<file path="src/rtl/des_round_seq.sv">
// Sequencer for an external iterative DES round core: latches one request, steps
// the core through rounds 0..15 and holds the registered result until it is taken.
module des_round_seq #(
  parameter int NROUNDS = 16
) (
  input  logic        clk,
  input  logic        rst,
  input  logic        in_valid,
  output logic        in_ready,
  input  logic [63:0] data_in,
  input  logic [55:0] key_in,
  input  logic        decrypt_in,
  output logic        out_valid,
  input  logic        out_ready,
  output logic [63:0] data_out,
  output logic        busy,
  output logic [63:0] core_desIn,
  output logic [55:0] core_key,
  output logic        core_decrypt,
  output logic [3:0]  core_roundSel,
  input  logic [63:0] core_desOut
);

  localparam logic [1:0] S_IDLE     = 2'd0;
  localparam logic [1:0] S_RUN      = 2'd1;
  localparam logic [1:0] S_DONE     = 2'd2;
  localparam logic [3:0] LAST_ROUND = 4'(NROUNDS - 1);

  logic [1:0]  r_state;
  logic [3:0]  r_round;
  logic [63:0] r_blk;
  logic [55:0] r_key;
  logic        r_decrypt;
  logic        r_out_valid;
  logic [63:0] r_data_out;
  logic        w_accept;
  logic        w_last_round;

  assign in_ready     = (r_state == S_IDLE);
  assign busy         = (r_state != S_IDLE);
  assign w_accept     = in_valid && in_ready;
  assign w_last_round = (r_round == LAST_ROUND);

  // The core only ever sees the latched copy, so port activity during RUN is invisible to it.
  assign core_desIn    = r_blk;
  assign core_key      = r_key;
  assign core_decrypt  = r_decrypt;
  assign core_roundSel = r_round;

  assign out_valid = r_out_valid;
  assign data_out  = r_data_out;

  always_ff @(posedge clk) begin
    if (rst) begin
      r_state     <= S_IDLE;
      r_round     <= 4'd0;
      r_blk       <= 64'd0;
      r_key       <= 56'd0;
      r_decrypt   <= 1'b0;
      r_out_valid <= 1'b0;
      r_data_out  <= 64'd0;
    end else begin
      case (r_state)
        S_IDLE: begin
          if (w_accept) begin
            r_blk     <= data_in;
            r_key     <= key_in;
            r_decrypt <= decrypt_in;
            r_round   <= 4'd0;
            r_state   <= S_RUN;
          end
        end
        S_RUN: begin
          // Final round: the core output is combinational, so capture it in the same cycle.
          if (w_last_round) begin
            r_data_out  <= core_desOut;
            r_out_valid <= 1'b1;
            r_round     <= 4'd0;
            r_state     <= S_DONE;
          end else begin
            r_round <= r_round + 4'd1;
          end
        end
        S_DONE: begin
          if (out_ready) begin
            r_out_valid <= 1'b0;
            r_state     <= S_IDLE;
          end
        end
        default: begin
          r_state     <= S_IDLE;
          r_round     <= 4'd0;
          r_out_valid <= 1'b0;
        end
      endcase
    end
  end

endmodule
</file>
<file path="config.mk">
export PLATFORM = sky130hd
export DESIGN_NAME = des_round_seq
export DESIGN_NICKNAME = d
export VERILOG_FILES = /design/src/rtl/des_round_seq.sv
export SDC_FILE = /design/constraint.sdc
export NUM_CORES = 1
export LEC_CHECK = 0
export CAP_MARGIN = 20
export CORE_AREA = 5 5 146 148
export CTS_BUF_LIST = sky130_fd_sc_hd__clkbuf_16
export CTS_CLUSTER_SIZE = 28
export DETAILED_ROUTE_END_ITERATION = 6
export DIE_AREA = 0 0 151 153
export PLACE_DENSITY_LB_ADDON = 0.08
export SETUP_SLACK_MARGIN = 0.1
export SYNTH_ARGS = -nofsm -noshare
export SYNTH_HDL_FRONTEND = slang
export SYNTH_SLANG_ARGS = --single-unit
</file>
<file path="constraint.sdc">
create_clock -name clk -period 4.32 [get_ports clk]
set_clock_uncertainty 0.05 [all_clocks]
set_input_delay 0.648 -clock clk [delete_from_list [all_inputs] [get_ports clk]]
set_output_delay 0.648 -clock clk [all_outputs]
set_load 0.005 [all_outputs]
</file>
==> out/metrics.cfg <==
[sta]
fin_crit_ns = 2.42
worst_pin_slew_ns = 1.12
tns_ns = 0
relSlewSlack = 0.254
fmax_mhz = 413
worst_slack_ns = 1.90
setup-violations-final = 0
hold_viol_final = 0
post-route-period-util = 0.561
rsz0062_at_grt = false
slew_violations = 0

[global_route]
grt_pass1_wl_um = 35500
busiest_layer = met2
grtUsageMet3 = 0.0897
grt_overflow = 0
grt_use_met2 = 0.330
grt_max_degree = 114
grt_usage = 0.195
use_met1 = 0.223
grt_pass1_vias = 6302
antenna_found_initial = 3

[critical_path]
r2r_start = core_roundSel[0]$_SDFFE_PP0P_
arrival_ns = 1.73
cp_data_required_time_ns = 3.62
critPathLaunchType = register
crit_path_top_delay_cell = clkdlybuf4s50_1
rr_worst_depth = 5
slowest_delay_ns = 0.51
reg2reg_slack_ns = 2.03
path_cells = inv_1 > nand2_1 > clkdlybuf4s50_1
cp-end-kind = output port
crit_type = register to output port
cp_max_fo = 7
r2r-end = data_out[14]$_SDFFE_PP0P_

[cells_and_area]
nNetsFinal = 1377
fin_util = 0.592
area.growth.synth_to_final_pct = 59.8
drive_gt1_frac = 0.0325
final_common_cell = clkdlybuf4s50_1
mostFrequentLayoutCells = 379 x clkdlybuf4s50_1, 245 x nand2_1, 192 x dfxtp_1
finalNonFillerCells = 1471
fin_area_mm2 = 0.0118

[clock_network]
ctsHoldBuffers = 0
clock_sinks = 192
ctsHtreeMaxLevel = 4
clock-root-buffer = clkbuf_16
clk_latency_ns = 0.42
clkTransAtPathRegs_ns = 0.07
post_cts_resized = 0
numCtsBuffers = 17
cts_setup_buffers = 0
cts_tree = done
clockBufferDepth = 2

[synth]
syn_avg_cell_area_um2 = 8.73
synth_cells = 845
synth-seq-cells = 192
synth.largest_area_cell = dfxtp_1
ys.flop_type = dfxtp_1
yosys.area.top_type_share = 0.521
synth_edf_count = 0
synth_area_leaders = dfxtp_1 52%, nand2_1 12%, nand2b_1 11%
syn_area_mm2 = 0.00738
synth.distinct_cells = 25
ys_warn_count = 0
seq_area_frac_synth = 0.521
async_flop_share = 0
syn_nets = 1035

[route]
wl_per_cell_um = 16.0
drc = 0
via_per_inst = 4.49
ant_nets = 0
drt-initial-drc-count = 264
finalWirelength_um = 23600
firstDrtPassIters = 4
vias = 6603

[min_path]
hold-path-cell-count = 2
hold_end = core_desIn[5]$_SDFFE_PP0P_
min_from = core_desIn[5]$_SDFFE_PP0P_
hold_class = register to register

[placed_design]
pre_cts_slack_ns = 1.63
dp.cells = 1438
port_buffers = 380
place_congestion = 0.791
dpl_cell_area_mm2 = 0.0112
post-dp-hpwl_um = 16900

[floorplan]
ios = 381
die-area_mm2 = 0.0231
fp.dieH_um = 153
fp.dieW_um = 151
coreArea_mm2 = 0.0199
rows = 52
initial_core_util = 0.371

[flow_run]
drv_cap = 0

[power]
leakagePower_nw = 4.17
vdd_ir_drop_max_v = 0.000262
p_per_area_mw_per_mm2 = 332

[outcome]
status = completed

## worst max-delay path, delay by kind of cell (launching register included)
family	cells	cell delay (ns)
buffers and inverters	2	0.70
flip-flops	1	0.46
AND/OR/NAND/NOR	1	0.15
## where the power goes
group | total, mW | internal (mW) | switching [mW]
registers | 1.87 | 1.84 | 0.0336
logic | 0.528 | 0.328 | 0.200
clock network | 1.52 | 0.804 | 0.713
## kinds of logic (layout without fill, tap and decap cells)
family,count (synthesis),after routing,synth area share
AO/OA/AOI/OAI,130,130,0.0897
multiplexers,64,64,0.0868
buffers and inverters,66,421,0.0526
other,0,1,0
adder cells (fa/ha/maj),1,1,0.00170
flip-flops,192,192,0.521
AND/OR/NAND/NOR,392,392,0.248
## state kept, by name (all words and copies together) (netlist names)
name / cells
core_desIn: 64
core_key: 56
out_valid: 1
core_decrypt: 1
data_out: 64
core_roundSel: 4
r_state: 2
## how the worst max path moves through the flow
stage,start,end,cells past startpoint
global route,r_state[0]$_SDFFE_PP0P_,busy,3
floorplan,in_valid,core_desIn[0]$_SDFFE_PP0P_,6
detailed placement,in_valid,core_desIn[43]$_SDFFE_PP0P_,5
CTS,r_state[0]$_SDFFE_PP0P_,busy,3
global placement,in_valid,core_desIn[39]$_SDFFE_PP0P_,5
finish,r_state[0]$_SDFFE_PP0P_,busy,3
## layer usage
layer | part of all wire | wire [um] | up-vias
met4 | 0.012 | 284 | 4
met2 | 0.48 | 11300 | 231
met3 | 0.11 | 2540 | 20
met5 | 0.0014 | 34 | -
met1 | 0.40 | 9460 | 2951
li1 | - | - | 3397
## cell usage after synthesis (2+ instances only)
cell      instances
nor3_1            2
buf_2            13
buf_6            16
a21oi_1         124
clkbuf_1         32
nand3_1           4
nor2_1            4
nand2_1         245
inv_1             3
mux2i_1          64
nand2b_1        132
o21ai_0           2
dfxtp_1         192
## through the flow
stage | power [mW] | hold slack (ns)
final | 3.91 | 0.403
after global routing | 4.09 | 0.423
after CTS | 3.97 | 0.405
after detailed placement | 2.44 | 0.395
after global placement | 2.44 | 0.391
after floorplan | 2.10 | 0.403
## final cells by class
type | count | area, um^2
inverters | 3 | 11.3
clock buffers | 17 | 425
repair buffers | 386 | 3870
flip-flops and latches | 192 | 3840
clock inverters | 15 | 135
multi-input cells | 587 | 3160
fillers | 1831 | 8120
well taps | 270 | 338
diodes | 1 | 2.50
Note: power is estimated with default switching activity, not from simulation.
